### src/rtl/abs_diff_approx_pipe.sv
// abs_diff_approx_pipe: two-stage |a-b| unit with a per-transaction approximate mode
//   (low ZERO_LSBS result bits forced to 0) and an on-line error/statistics monitor.
// Latency: 2 cycles (operands accepted at edge N appear on out_* after edge N+1).
// Backpressure: S2 holds while out_ready is low; S1 keeps filling; in_ready drops only
//   when both stages are full. in_ready is combinational from out_ready and stage state.
// Ports: clk/rst_n; in_valid/in_ready/in_a/in_b/approx_en operand stream;
//   out_valid/out_ready/out_diff/out_err result stream; sample_cnt/err_cnt/max_err/et_viol
//   statistics, cleared synchronously by clr_stats.
module abs_diff_approx_pipe #(
  parameter int unsigned OP_W      = 8,
  parameter int unsigned ZERO_LSBS = 2,
  parameter int unsigned ET        = 1,
  parameter int unsigned CNT_W     = 16
) (
  input  logic                 clk,
  input  logic                 rst_n,
  input  logic                 in_valid,
  output logic                 in_ready,
  input  logic [OP_W-1:0]      in_a,
  input  logic [OP_W-1:0]      in_b,
  input  logic                 approx_en,
  output logic                 out_valid,
  input  logic                 out_ready,
  output logic [OP_W-1:0]      out_diff,
  output logic [ZERO_LSBS-1:0] out_err,
  output logic [CNT_W-1:0]     sample_cnt,
  output logic [CNT_W-1:0]     err_cnt,
  output logic [ZERO_LSBS-1:0] max_err,
  output logic                 et_viol,
  input  logic                 clr_stats
);

  localparam logic [31:0] ET_L = 32'(ET);

  logic                 s1_v_q, s1_v_d;
  logic                 s2_v_q, s2_v_d;
  logic [OP_W-1:0]      a_q, a_d;
  logic [OP_W-1:0]      b_q, b_d;
  logic                 ap_q, ap_d;
  logic [OP_W-1:0]      diff_q, diff_d;
  logic [ZERO_LSBS-1:0] err_q, err_d;
  logic [CNT_W-1:0]     sample_cnt_q, sample_cnt_d;
  logic [CNT_W-1:0]     err_cnt_q, err_cnt_d;
  logic [ZERO_LSBS-1:0] max_err_q, max_err_d;
  logic                 et_viol_q, et_viol_d;

  logic                 adv2;
  logic                 in_fire;
  logic                 out_fire;
  logic [OP_W-1:0]      exact;

  // S2 can take new data when empty or draining this cycle; S1 advances in lockstep.
  assign adv2     = ~s2_v_q | out_ready;
  // Gating with rst_n keeps in_ready low during reset even though both stages read empty.
  assign in_ready = rst_n & (~s1_v_q | adv2);
  assign in_fire  = in_valid & in_ready;
  assign out_fire = s2_v_q & out_ready;

  assign exact = (a_q >= b_q) ? (a_q - b_q) : (b_q - a_q);

  always_comb begin
    s1_v_d       = s1_v_q;
    s2_v_d       = s2_v_q;
    a_d          = a_q;
    b_d          = b_q;
    ap_d         = ap_q;
    diff_d       = diff_q;
    err_d        = err_q;
    sample_cnt_d = sample_cnt_q;
    err_cnt_d    = err_cnt_q;
    max_err_d    = max_err_q;
    et_viol_d    = et_viol_q;

    // S1: refill on accept, otherwise empty out when S2 takes the entry.
    s1_v_d = in_fire | (s1_v_q & ~adv2);
    if (in_fire) begin
      a_d  = in_a;
      b_d  = in_b;
      ap_d = approx_en;
    end

    // S2: only overwrite result registers when a real entry moves in, so a bubble
    // leaves the last result untouched.
    if (adv2) begin
      s2_v_d = s1_v_q;
      if (s1_v_q) begin
        if (ap_q) begin
          diff_d = {exact[OP_W-1:ZERO_LSBS], {ZERO_LSBS{1'b0}}};
          err_d  = exact[ZERO_LSBS-1:0];
        end else begin
          diff_d = exact;
          err_d  = '0;
        end
      end
    end

    // Statistics: clear has priority over the sample handshaken in the same cycle.
    if (clr_stats) begin
      sample_cnt_d = '0;
      err_cnt_d    = '0;
      max_err_d    = '0;
      et_viol_d    = 1'b0;
    end else if (out_fire) begin
      if (sample_cnt_q != '1) sample_cnt_d = sample_cnt_q + CNT_W'(1);
      if ((err_q != '0) && (err_cnt_q != '1)) err_cnt_d = err_cnt_q + CNT_W'(1);
      if (err_q > max_err_q) max_err_d = err_q;
      if (32'(err_q) > ET_L) et_viol_d = 1'b1;
    end
  end

  always_ff @(posedge clk or negedge rst_n) begin
    if (!rst_n) begin
      s1_v_q       <= 1'b0;
      s2_v_q       <= 1'b0;
      a_q          <= '0;
      b_q          <= '0;
      ap_q         <= 1'b0;
      diff_q       <= '0;
      err_q        <= '0;
      sample_cnt_q <= '0;
      err_cnt_q    <= '0;
      max_err_q    <= '0;
      et_viol_q    <= 1'b0;
    end else begin
      s1_v_q       <= s1_v_d;
      s2_v_q       <= s2_v_d;
      a_q          <= a_d;
      b_q          <= b_d;
      ap_q         <= ap_d;
      diff_q       <= diff_d;
      err_q        <= err_d;
      sample_cnt_q <= sample_cnt_d;
      err_cnt_q    <= err_cnt_d;
      max_err_q    <= max_err_d;
      et_viol_q    <= et_viol_d;
    end
  end

  assign out_valid  = s2_v_q;
  assign out_diff   = diff_q;
  assign out_err    = err_q;
  assign sample_cnt = sample_cnt_q;
  assign err_cnt    = err_cnt_q;
  assign max_err    = max_err_q;
  assign et_viol    = et_viol_q;

endmodule

### config.mk
export PLATFORM = sky130hd
export DESIGN_NAME = abs_diff_approx_pipe
export DESIGN_NICKNAME = d
export VERILOG_FILES = /design/src/rtl/abs_diff_approx_pipe.sv
export SDC_FILE = /design/constraint.sdc
export NUM_CORES = 1
export LEC_CHECK = 0
export CORE_MARGIN = 1.5
export CORE_UTILIZATION = 55
export CTS_BUF_LIST = sky130_fd_sc_hd__clkbuf_8 sky130_fd_sc_hd__clkbuf_16
export DETAILED_ROUTE_END_ITERATION = 10
export HOLD_SLACK_MARGIN = 0.12
export PLACE_DENSITY = 0.9
export SLEW_MARGIN = 40
export SYNTH_ARGS = -nofsm -noshare
export SYNTH_HDL_FRONTEND = slang
export SYNTH_SLANG_ARGS = --single-unit
### constraint.sdc
create_clock -name clk -period 5.37 [get_ports clk]
set_clock_uncertainty 0.15 [all_clocks]
set_input_delay 1.611 -clock clk [delete_from_list [all_inputs] [get_ports clk]]
set_output_delay 1.611 -clock clk [all_outputs]
set_load 0.01 [all_outputs]
* Word-level counts from Yosys, hierarchy flattened
Cells that the tools add are included.
** Storage, ports and cells
- Word-level logic and storage cells :: 57
- Register bits :: 64
- Output and inout port bits :: 47
** Cells by class
- Reductions and logical operators :: 12
- Muxes and demuxes :: 15
- Add/sub/neg operators :: 4
- Bitwise logic cells :: 10
- Equality and inequality tests :: 2
- Order comparisons :: 3
** Operator list (count)
- 16-bit 2-to-1 mux :: 6
- 16-bit by 1-bit adder with 16-bit output, second input constant :: 2
- 16-bit inequality test, second input constant :: 2
- 8-bit subtractor :: 2
- 2-bit nonzero test :: 6
- 2-bit 2-to-1 mux :: 5
- 2-bit AND reduction :: 5
- 8-bit >= comparator :: 1
- 8-bit 2-to-1 mux :: 1
- 1-bit bitwise AND :: 4
- 1-bit 2-to-1 mux :: 3
- 1-bit NOT :: 3
- 1-bit OR :: 3
- 2-bit by 1-bit > comparator with 1-bit output, second input constant :: 1
- 2-bit > comparator :: 1
- 1-bit logical AND :: 1

* Logic depth before layout (Yosys ltp)
Gate-level depths: netlist (run 1).
- Depth after elaboration :: 6
- Depth in mapped cells :: 9
- Mapped depth without buffers :: 9

* Worst setup path before layout (run 1)
No wires, ideal clock.
- Path type :: input to output
- Start :: input out_ready
- End :: output in_ready
- Data arrival time :: 1.953 ns
- Path buffers :: 0
- Cell stages on the path :: 2
- Slack :: 1.656 ns
- Required time :: 3.609 ns
- Path through :: nand3b_1 -> and2_1
** Between the ends
- Longest elaborated chain between the ends :: 3
** RTL lines
- start: declaration :: RTL line 23 : input logic out_ready,
- 1-bit OR :: RTL line 53 : assign adv2 = ~s2_v_q | out_ready;
- 1-bit OR :: RTL line 55 : assign in_ready = rst_n & (~s1_v_q | adv2);
- 1-bit bitwise AND :: RTL line 55
- end: declaration :: RTL line 18 : output logic in_ready,
No other way between the ends.

* Worst setup path in the final report (run 1)
Same ends and word-level chain as after synthesis.

==> results of run 1 <==
-- flip-flops by register name (all words and copies together), names as in the netlist, 2 cells and up --
signal and flops:
err_cnt 16, sample_cnt 16, a_q 8, b_q 8, out_diff 8, max_err 2, out_err 2
-- power by group through the flow --
stage / registers [uW] / logic (uW) / clock network, uW
after floorplan: 615 / 284 / 0
after global routing: 609 / 541 / 458
after detailed placement: 609 / 480 / 0
final: 600 / 491 / 425
after CTS: 600 / 486 / 436
after global placement: 602 / 462 / 0
-- cells in the final DEF (no fill, tap or decap), drive strengths merged, types with 7 or more instances in the layout --
master and n:
a21o 9, xor2 7, nand4 12, o21ai 18, or3 9, mux2 19
ha 19, nor3 9, dfrtp 64, clkdlybuf4s50 67, nand3 15, a21oi 23
nand2 28, a31oi 9, inv 25, nor2 28, clkbuf 12, and4 10
o31ai 8, and2 9, xnor2 8
-- final timing paths --
check	depth (start not counted)	slack, ns	startpoint	to
min	2	0.33	out_diff[1]$_DFFE_PN0P_	out_diff[1]$_DFFE_PN0P_
max in group asynchronous	2	3.41	rst_n	sample_cnt[3]$_DFFE_PN0P_
max reg2reg	9	2.84	a_q[0]$_DFFE_PN0P_	out_diff[7]$_DFFE_PN0P_
min in group asynchronous	2	1.25	rst_n	err_cnt[1]$_DFFE_PN0P_
min reg2reg	2	0.33	out_diff[1]$_DFFE_PN0P_	out_diff[1]$_DFFE_PN0P_
max	4	0.50	out_ready	in_ready
-- logic make-up (layout without fill, tap and decap cells) --
family,Yosys count,after routing,share of synthesized area
compound gates,90,90,0.160
simple gates,143,143,0.207
mux,21,21,0.0616
fa+ha+maj,21,21,0.0731
buf+inv,39,109,0.0425
xor+xnor,15,15,0.0346
flops,64,64,0.422
-- layout make-up --
| class | count | area (sq um) | share of cell area |
|---|---|---|---|
| sequential | 64 | 1600 | 0.339 |
| clock inverter | 3 | 41.3 | 0.00873 |
| multi-input combinational | 290 | 2040 | 0.431 |
| clock buffer | 12 | 165 | 0.0349 |
| timing repair buffer | 70 | 694 | 0.147 |
| tap | 80 | 100 | 0.0212 |
| inverter | 24 | 90.1 | 0.0191 |
-- through the flow --
step	worst slack (ns)	total power (uW)	area (sq um)	hold WS, ns
after global placement	0.540	1060	4520	0.317
final	0.499	1520	4730	0.329
after floorplan	1.66	899	3800	0.329
after global routing	0.430	1610	4730	0.361
after CTS	0.502	1520	4720	0.337
after detailed placement	0.510	1090	4520	0.323
-- critical path, delay by kind of cell --
family | cells | cell delay [ns]
buffers and inverters | 2 | 1.15
and+or+nand+nor | 2 | 0.35
-- per-layer routing --
metal	track usage	vias to the layer above	share of wire
met1	0.343	1593	0.44
li1	-	1565	-
met2	0.400	124	0.48
met3	0.0481	18	0.064
met4	0.104	0	0.020
met5	0	-	0
==> results.yml, run 1 <==
outcome:
  status: "finished clean"
sta:
  max_freq_mhz: 205
  fin_crit_ns: 4.87
  slew_viol_final: 0
  setup_tns_ns: 0
  finalHoldViolCount: 0
  final-setup-viol-count: 0
  tightest_slew_ns: 0.785
  rsz0062_at_grt: "no"
  timing.slew.headroom: 0.475
  fin_crit_sh: 0.907
synthesis:
  netlist_instances: 393
  synth_area_sq_mm: 0.00380
  avgSynthCellArea_sq_um: 9.67
  yosysTopAreaCellShare: 0.422
  yosys-top-cells-count: "dfrtp_1 (64), nand2_1 (28), nor2_1 (28)"
  yosysMostFrequentCell: "dfrtp_1"
  async_flop_share: 1.00
  ys_seq_area_frac: 0.422
  syn-num-nets: 436
  yosysTopAreaCell: "dfrtp_1"
  synth_area_leaders: "dfrtp_1 (42%), ha_1 (6.3%), mux2_2 (5.6%), a21oi_1 (2.9%), nand2_1 (2.8%)"
  synth_ff_type: "dfrtp_1"
  synth-warning-count: 0
  ys_seq_elements: 64
  synth-edff-count: 0
  ys_types: 50
cts:
  cts_max_path_buffers: 2
  clk_pin_slew_ns: 0.06
  cts_hold_buf: 0
  clock_latency_ns: 0.34
  cts_max_level: 3
  cts_tree: "built"
  cts_root_buffer: "clkbuf_8"
  cts_buffers: 9
  cts_setup_buffers: 0
  clock-sinks: 64
  post_cts_resized: 0
flow_run:
  maxCapViolCount: 0
pwr:
  swShare: 0.325
  power.switching_uw: 493
  total_leakage_power_uw: 0.00204
  seqPwrFrac: 0.396
  ir_worst_vdd_v: 0.000209
  p_int_uw: 1020
  power_density_mw_per_mm2: 321
  p_comb_frac: 0.324
  power_frac_clock: 0.280
setup_path:
  endpoint_kind: "primary output"
  critPathArrivalTime_ns: 3.11
  crit_chain: "clkdlybuf4s50_1, nand3b_1, and2_1, clkdlybuf4s50_1"
  cp.required_ns: 3.61
  cpMaxStageDelayCell: "clkdlybuf4s50_1"
  crit_path_max_fanout: 7
  critical_path_class: "primary input to primary output"
  worst_path_largest_cell_delay_ns: 0.60
  cpMostUsedCell: "clkdlybuf4s50_1"
  crit_path_start_kind: "primary input"
route:
  vias: 3300
  antenna_left: 0
  viasPerCell: 6.08
  drt-total-wl_microns: 8650
  drc: 0
  drt-initial-drc-count: 323
  wl_per_cell_microns: 15.9
  drt_first_pass_iters: 6
global_routing:
  grt_overflow_total: 0
  grt_pass1_wl_microns: 14800
  antenna_found_initial: 0
  track_usage: 0.253
  grt_pass1_vias: 3109
  grt_start_max_net_pins: 65
floorplanning:
  initial_utilization: 0.565
  die_h_microns: 86.1
  rows: 30
  die_x_microns: 86.1
  io_pins: 69
  core_region_area_sq_mm: 0.00672
  dieArea_sq_mm: 0.00741
final_layout:
  fin_cells: 543
  n_fill_cell: 507
  fin_util: 0.704
  n_antenna_cell: 0
  nNetsFinal: 502
  drive_gt1_frac: 0.0950
  area_growth_pct: 24.5
placement:
  place_congestion: 0.887
  placedCellCount: 528
  port_buffers: 68
  dpl.hpwl_microns: 6280
hold_path:
  hp-class: "flop to flop"
No activity file was read; power rests on OpenSTA's default activity.
==> run 2: changes to the inputs <==
--- a/config.mk
+++ b/config.mk
@@ -8,6 +8,7 @@
 export CORE_MARGIN = 1.5
 export CORE_UTILIZATION = 55
 export CTS_BUF_LIST = sky130_fd_sc_hd__clkbuf_8 sky130_fd_sc_hd__clkbuf_16
+export CTS_CLUSTER_SIZE = 12
 export DETAILED_ROUTE_END_ITERATION = 10
 export HOLD_SLACK_MARGIN = 0.12
 export PLACE_DENSITY = 0.9
==> results of run 2 <==
Same layout as run 1: the final DEF is identical, and so are final timing and power.
==> run 3: changes to the inputs <==
--- a/config.mk
+++ b/config.mk
@@ -11,6 +11,7 @@
 export CTS_CLUSTER_SIZE = 12
 export DETAILED_ROUTE_END_ITERATION = 10
 export HOLD_SLACK_MARGIN = 0.12
+export MAX_ROUTING_LAYER = met4
 export PLACE_DENSITY = 0.9
 export SLEW_MARGIN = 40
 export SYNTH_ARGS = -nofsm -noshare
==> results.yml, run 3 (synthesis gave the netlist of run 1 again) <==
flow_run:
  maxCapViolCount: 0
setup_path:
  critical_path_class: "primary input to primary output"
  endpoint_kind: "primary output"
  critPathArrivalTime_ns: 3.10
  cp.required_ns: 3.61
  crit_path_max_fanout: 7
  critPathBufInv: 2
  worst_path_largest_cell_delay_ns: 0.61
  critPathTopFamily: "buffers and inverters"
  cpMaxStageDelayCell: "clkdlybuf4s50_1"
  crit_path_start_kind: "primary input"
  crit_chain: "clkdlybuf4s50_1, nand3b_1, and2_1, clkdlybuf4s50_1"
  cpMostUsedCell: "clkdlybuf4s50_1"
cts:
  clock-sinks: 64
  cts_setup_buffers: 0
  clock_latency_ns: 0.34
  cts_tree: "built"
  clk_pin_slew_ns: 0.06
  cts_hold_buf: 0
  cts_max_path_buffers: 2
  cts_buffers: 9
  cts_root_buffer: "clkbuf_8"
  post_cts_resized: 0
  cts_max_level: 3
sta:
  max_freq_mhz: 206
  worst_slack_ns: 0.509
  tightest_slew_ns: 0.768
  fin_crit_sh: 0.905
  hold_slack_ns: 0.330
  final-setup-viol-count: 0
  setup_tns_ns: 0
  timing.slew.headroom: 0.487
  fin_crit_ns: 4.86
  slew_viol_final: 0
  finalHoldViolCount: 0
  rsz0062_at_grt: "no"
global_routing:
  grt_start_max_net_pins: 65
  track_usage: 0.259
  grt_pass1_wl_microns: 14700
  antenna_found_initial: 0
  grt_overflow_total: 0
  grt_pass1_vias: 3118
final_layout:
  n_fill_cell: 507
  fin_cells: 542
  final_common_cell: "clkdlybuf4s50_1"
  n_antenna_cell: 0
  drive_gt1_frac: 0.0952
  nNetsFinal: 502
  area_growth_pct: 24.1
  layout_common_cells: "clkdlybuf4s50_1 (67), dfrtp_1 (64), nand2_1 (28), nor2_1 (28), inv_1 (24)"
pwr:
  total_leakage_power_uw: 0.00203
  seqPwrFrac: 0.400
  p_int_uw: 1010
  p_comb_frac: 0.323
  ir_worst_vdd_v: 0.000176
  power.switching_uw: 493
  power_frac_clock: 0.277
  swShare: 0.328
  power_density_mw_per_mm2: 318
placement:
  place_ws_ns: 0.509
  port_buffers: 68
  placedCellCount: 528
  place_congestion: 0.900
  dpl.hpwl_microns: 6250
route:
  viasPerCell: 6.04
  drt-total-wl_microns: 8740
  drt_first_pass_iters: 4
  drt-initial-drc-count: 228
  wl_per_cell_microns: 16.1
  drc: 0
  vias: 3273
  antenna_left: 0
hold_path:
  hp-class: "flop to flop"
floorplanning:
  rows: 30
  core_region_area_sq_mm: 0.00672
  io_pins: 69
  die_x_microns: 86.1
  dieArea_sq_mm: 0.00741
  die_h_microns: 86.1
  initial_utilization: 0.565
outcome:
  status: "finished clean"
-- run 3: per-layer routing --
metal / routed length [microns] / vias to the layer above / GRT usage
met2: 4090 / 94 / 0.403
met4: 181 / 0 / 0.0968
met1: 4020 / 1599 / 0.338
met3: 437 / 17 / 0.0481
li1: - / 1563 / -
met5: 0 / - / -
-- run 3: power by group through the flow --
stage               clock network, uW  registers (uW)  logic (uW)
floorplan                           0             615         284
global placement                    0             602         463
detailed placement                  0             609         478
CTS                               421             601         482
global route                      443             609         534
finish                            416             600         485
-- run 3: final timing paths --
kind	depth (start not counted)	slack, ns	start	to
max in group asynchronous	2	3.43	rst_n	out_diff[1]$_DFFE_PN0P_
hold / removal	2	0.33	out_diff[1]$_DFFE_PN0P_	out_diff[1]$_DFFE_PN0P_
setup reg to reg	9	2.85	a_q[0]$_DFFE_PN0P_	out_diff[7]$_DFFE_PN0P_
hold reg to reg	2	0.33	out_diff[1]$_DFFE_PN0P_	out_diff[1]$_DFFE_PN0P_
min in group asynchronous	2	1.22	rst_n	err_cnt[0]$_DFFE_PN0P_
setup / recovery	4	0.51	out_ready	in_ready
-- run 3: layout make-up --
class,count,area [sq um],share of cell area
tap,80,100,0.0212
clock buffer,11,151,0.0321
timing repair buffer,70,694,0.147
clock inverter,3,42.5,0.00902
sequential,64,1600,0.340
multi-input combinational,290,2040,0.432
inverter,24,90.1,0.0191
-- run 3: stage by stage --
stage                     total power (uW)  cell area, sq um   util
after CTS                             1500              4710  0.701
after detailed placement              1090              4520  0.672
after floorplan                        899              3800      -
after global placement                1060              4520  0.672
final                                 1500              4720  0.702
after global routing                  1590              4720  0.702
-- run 3: tightest hold or removal path, cell delays in order (launching register included) --
cell and delay, ns:
dfrtp_1 0.34, nand2_1 0.05, o31ai_1 0.05
